<file path="src/rtl/cordic_phase_sequencer.sv">
// NCO phase accumulator and quadrant folding in front of cordic_sincos.
// Launches one CORDIC run per sample and sign-corrects the returned pair.
module cordic_phase_sequencer #(
    parameter int          TIMEOUT   = 64,
    parameter logic [31:0] PI_OVER_2 = 32'h6487ED51
) (
    input  logic        clk,
    input  logic        rst,
    input  logic        en,
    input  logic [31:0] freq_word,
    input  logic        phase_clr,
    output logic [31:0] cordic_theta,
    output logic        cordic_start,
    input  logic [31:0] cordic_sin,
    input  logic [31:0] cordic_cos,
    input  logic        cordic_done,
    output logic [31:0] sin_out,
    output logic [31:0] cos_out,
    output logic        out_valid,
    output logic        busy,
    output logic        timeout_err
);

    localparam int CW = $clog2(TIMEOUT + 1);

    typedef enum logic [1:0] {
        S_IDLE,
        S_PREP,
        S_ISSUE,
        S_WAIT
    } state_t;

    state_t         state_q, state_d;
    logic [31:0]    phase_q, phase_d;
    logic [31:0]    theta_q, theta_d;
    logic           flip_q, flip_d;
    logic [31:0]    sin_q, sin_d;
    logic [31:0]    cos_q, cos_d;
    logic           valid_q, valid_d;
    logic           err_q, err_d;
    logic [CW-1:0]  cnt_q, cnt_d;

    logic [31:0]        s_fold;
    logic               flip_n;
    logic signed [63:0] prod;

    function automatic logic [31:0] neg_sat(input logic [31:0] x);
        return (x == 32'h8000_0000) ? 32'h7FFF_FFFF : (~x + 32'd1);
    endfunction

    always_comb begin
        state_d = state_q;
        phase_d = phase_q;
        theta_d = theta_q;
        flip_d  = flip_q;
        sin_d   = sin_q;
        cos_d   = cos_q;
        valid_d = 1'b0;
        err_d   = err_q;
        cnt_d   = cnt_q;

        // Quadrants 1 and 2 are shifted by half a turn; the sign flip undoes it.
        flip_n = (phase_q[31] != phase_q[30]);
        s_fold = flip_n ? (phase_q ^ 32'h8000_0000) : phase_q;
        prod   = $signed({{32{s_fold[31]}}, s_fold})
               * $signed({32'b0, PI_OVER_2});

        unique case (state_q)
            S_IDLE: begin
                if (en) state_d = S_PREP;
            end
            S_PREP: begin
                phase_d = phase_q + freq_word;
                theta_d = 32'(prod >>> 30);
                flip_d  = flip_n;
                state_d = S_ISSUE;
            end
            S_ISSUE: begin
                cnt_d   = '0;
                state_d = S_WAIT;
            end
            S_WAIT: begin
                if (cordic_done) begin
                    sin_d   = flip_q ? neg_sat(cordic_sin) : cordic_sin;
                    cos_d   = flip_q ? neg_sat(cordic_cos) : cordic_cos;
                    valid_d = 1'b1;
                    state_d = S_IDLE;
                end else if (cnt_q == CW'(TIMEOUT - 1)) begin
                    err_d   = 1'b1;
                    state_d = S_IDLE;
                end else begin
                    cnt_d = cnt_q + CW'(1);
                end
            end
            default: state_d = S_IDLE;
        endcase

        if (phase_clr) begin
            phase_d = '0;
            err_d   = 1'b0;
        end
    end

    always_ff @(posedge clk or posedge rst) begin
        if (rst) begin
            state_q <= S_IDLE;
            phase_q <= '0;
            theta_q <= '0;
            flip_q  <= 1'b0;
            sin_q   <= '0;
            cos_q   <= '0;
            valid_q <= 1'b0;
            err_q   <= 1'b0;
            cnt_q   <= '0;
        end else begin
            state_q <= state_d;
            phase_q <= phase_d;
            theta_q <= theta_d;
            flip_q  <= flip_d;
            sin_q   <= sin_d;
            cos_q   <= cos_d;
            valid_q <= valid_d;
            err_q   <= err_d;
            cnt_q   <= cnt_d;
        end
    end

    assign cordic_theta = theta_q;
    assign cordic_start = (state_q == S_ISSUE);
    assign sin_out      = sin_q;
    assign cos_out      = cos_q;
    assign out_valid    = valid_q;
    assign busy         = (state_q != S_IDLE);
    assign timeout_err  = err_q;

endmodule
</file>
<file path="config.mk">
export PLATFORM = sky130hd
export DESIGN_NAME = cordic_phase_sequencer
export DESIGN_NICKNAME = d
export VERILOG_FILES = /design/src/rtl/cordic_phase_sequencer.sv
export SDC_FILE = /design/constraint.sdc
export NUM_CORES = 2
export LEC_CHECK = 0
export BUFFER_PORTS_ARGS = -buffer_cell sky130_fd_sc_hd__buf_2
export CAP_MARGIN = 20
export CORE_MARGIN = 2
export CORE_UTILIZATION = 60
export DETAILED_ROUTE_END_ITERATION = 8
export GPL_ROUTABILITY_DRIVEN = 0
export GPL_TIMING_DRIVEN = 1
export PLACE_DENSITY = 0.8
export SETUP_SLACK_MARGIN = 0.5
export SYNTH_ARGS = -nofsm -noshare
export SYNTH_HDL_FRONTEND = slang
export SYNTH_SLANG_ARGS = --single-unit
</file>
<file path="constraint.sdc">
create_clock -name clk -period 21.5 [get_ports clk]
set_input_delay 3.225 -clock clk [delete_from_list [all_inputs] [get_ports clk]]
set_output_delay 3.225 -clock clk [all_outputs]
set_load 0.1 [all_outputs]
</file>
==> run metrics <==
status=finished, final reports clean; fin util=approximately two thirds; max-slew violation count=0; WL final=between 60000 and 70000 um; register area share after synthesis=13.4%; top_reg_cell synth=dfrtp_1; Fmax achieved=0.115 GHz; CP most frequent cell=fa_1; initial antenna violation count=1; Worst-Margin Slew=roughly 0.95 ns; MaxCap Viol Count=0; Cell Chain, Critical Path=buf_4 > inv_1 > ha_1 > fa_1 > fa_1 > inv_1 > ha_1 > fa_1 > fa_1 > fa_1 > fa_1 > ha_1 > a21o_1 > a21o_1 > a21oi_1 > nand3_1 > a2111o_1 > a31oi_1 > o21ai_0 > a21boi_0 > xnor2_1 > mux2_2; DRC viols=0; YS warnings=0; Worst Setup End Kind=flop; die span in y=roughly 210 um; #FFs+latches synth=140; Setup Skew=between 0.015 and 0.02 ns; CTS Root Cell=clkbuf_16; Clock Path Buffers=2; total gr overflow=0; first-pass detailed-route iteration total=5; post-synthesis instance total=about 2700; Setup Fix Bufs, Post-CTS=0; Distinct cells, synth=just under 80; unrepaired setup endpoints after global routing=false; CTS H-tree lvls=4; port buffer count=200; adder-cell share of the synthesized area=about half; Setup CP Type=flop to flop; Synthesized Nets=about 3600; ys async rst share=between 90% and 100%; final setup violating endpoints=0; Via Count=around 20000; Syn Std Cell Area=0.0261 sq mm; die width=213 um; global-route wire length before repair=112000 um; Worst Hold Class=flop to flop; Avg Inst Size Synth=approximately 9.6 sq um; startpoint types=flop; largest net degree at the start of global routing=72; Final TNS setup=0 ns; Skew-Pair Late Insertion Delay=0.47 ns; vias in the first global route=~22000; CP peak stage delay=0.70 ns; Post-Synth Simple-Gate Area=6.42%; vias per std cell=~5.7; NumNets Final=3791; gr usage total=about 32%; cell taking the most area after synthesis=fa_1; Initial DRC Count=approximately 1400; Initial Utilization=between 60% and 70%; Post-synth EDFFs=0; CTS tree=built; number of cell rows=between 70 and 80; Synth area leaders=fa_1 (32%), ha_1 (18%), dfrtp_1 (13%); Worst EP arrival=roughly 9.1 ns; Yosys top cell area share=31.8%; required time worst endpoint=21.85 ns; largest family of logic cells by synthesized area=adder cells; post-cts sizing count=0; cts hold-fix bufs=0; fin crit share=40.5%; clock sink total=between 100 and 150; Core Box Area=between 0.04 and 0.05 sq mm; Final Critical Period=just under 9 ns; antenna viol nets, final=0; I/O Pins=between 200 and 250; post-DP HPWL=57800 um; share of post-route cells with drive strength above 1=between 10% and 20%; layout overhead on the synthesized area=8.63%; Reg clk slew, reported paths=roughly 0.070 ns; Rel. slew slack=a little under two fifths; CP max stage cell=buf_4; Die ar.=between 0.04 and 0.05 sq mm; post-synthesis compound-gate area fraction=roughly 10%; Hold Vio Cnt, Final=0; worst-path fanout max=66; proportion of synthesized area in mux cells=approximately 2.4%; WL per Instance=19.8 um; XOR/XNOR Fraction of Synth Area=5.77%; CTS Buf Count=17
-- stage by stage --
| step | worst slack, ns | area, sq um | std cells | hold WS, ns |
|---|---|---|---|---|
| floorplan | 13.56 | 26100 | 2706 | 0.479 |
| global placement | 13.13 | 27700 | 3453 | 0.487 |
| detailed placement | 12.98 | 27700 | 3454 | 0.489 |
| CTS | 12.94 | 28300 | 3486 | 0.504 |
| global route | 12.49 | 28300 | 3487 | 0.527 |
| finish | 12.79 | 28400 | 3491 | 0.499 |
-- synthesized netlist by cell type, types with 3 or more instances --
cell	n
nand3_1	22
nand2b_1	5
nor2_2	3
a31o_2	3
o22ai_1	5
o221ai_1	3
nand4_1	14
or3_4	3
a21o_1	43
mux2_2	32
dfrtp_1	140
fa_1	415
o211ai_1	5
a41oi_1	3
nand2_1	86
xor2_1	88
nor2b_1	7
clkbuf_1	37
a221oi_1	4
or3_1	7
a311oi_1	3
nor3_1	13
a211o_1	4
o21ai_0	61
a21oi_1	126
nor2_1	157
and3_1	10
o31ai_1	23
o41ai_1	7
inv_1	727
a21boi_0	3
o21bai_1	15
or4_1	8
mux2i_1	27
o2111ai_1	4
a211oi_1	14
o21a_1	10
buf_1	3
a21oi_2	28
xnor2_1	84
buf_6	6
and2_1	7
a31oi_1	13
ha_1	386
-- final timing paths --
check	endpoint	start	depth (start not counted)	slack [ns]
setup / recovery	cordic_theta[27]	phase_q[30]	22	12.79
hold / removal	timeout_err	timeout_err	2	0.50
setup reg to reg	cordic_theta[27]	phase_q[30]	22	12.79
hold reg to reg	timeout_err	timeout_err	2	0.50
max in group asynchronous	flip_q	rst	3	17.15
min in group asynchronous	cos_out[11]	rst	2	2.87
-- cell type report --
type | count | area, sq um
Fill cell | 3247 | 14600
Timing Repair Buffer | 211 | 1120
Multi-Input combinational cell | 1789 | 19700
Inverter | 730 | 2750
Clock inverter | 15 | 171
Clock buffer | 17 | 425
Antenna cell | 4 | 10.0
Tap cell | 585 | 732
Sequential cell | 140 | 3510
-- kinds of logic (layout without fill, tap and decap cells) --
kind of cell,Yosys count,in the layout
fa+ha+maj,801,801
buf+inv,777,973
compound gates,398,398
simple gates,358,358
xor+xnor,172,172
flops,140,140
mux,59,59
other cells,1,5
-- routing by layer --
metal  vias up  global-route usage [%]  share of wire [%]
met5         -                       0                  0
met4         0                    17.7                5.9
met3       269                    7.05                7.5
met2       843                    53.9                 49
met1      9797                    38.6                 38
li1       8880                       -                  -
-- cell usage in the layout, fill, tap and decap left out, drive strengths merged, types with 13 or more instances in the layout --
master	Yosys	layout
inv	729	738
fa	415	415
ha	386	386
buf	10	211
nor2	161	161
a21oi	154	154
dfrtp	140	140
xor2	88	88
nand2	86	86
xnor2	84	84
o21ai	61	61
a21o	43	43
mux2	32	32
mux2i	27	27
o31ai	25	25
nand3	22	22
clkbuf	37	17
o21bai	15	15
nand4	14	14
a211oi	14	14
a31oi	13	13
nor3	13	13
-- sequential cells by signal (all words and copies together) (netlist names) --
name	count
out_valid	1
state_q	2
phase_q	32
flip_q	1
cos_out	32
timeout_err	1
cordic_theta	32
cnt_q	7
sin_out	32
-- critical path, delay by kind of cell, from the launching register on --
| kind | cells | cell delay (ns) |
|---|---|---|
| adder cells (fa/ha/maj) | 9 | 4.35 |
| AO/OA/AOI/OAI | 7 | 2.23 |
| buffers and inverters | 3 | 1.05 |
| flip-flops | 1 | 0.34 |
| multiplexers | 1 | 0.27 |
| AND/OR/NAND/NOR | 1 | 0.22 |
| XOR/XNOR | 1 | 0.10 |
Power is left out: the tool's default activity adds up to more than one toggle a clock period on the data nets, which glitch-free logic cannot reach.
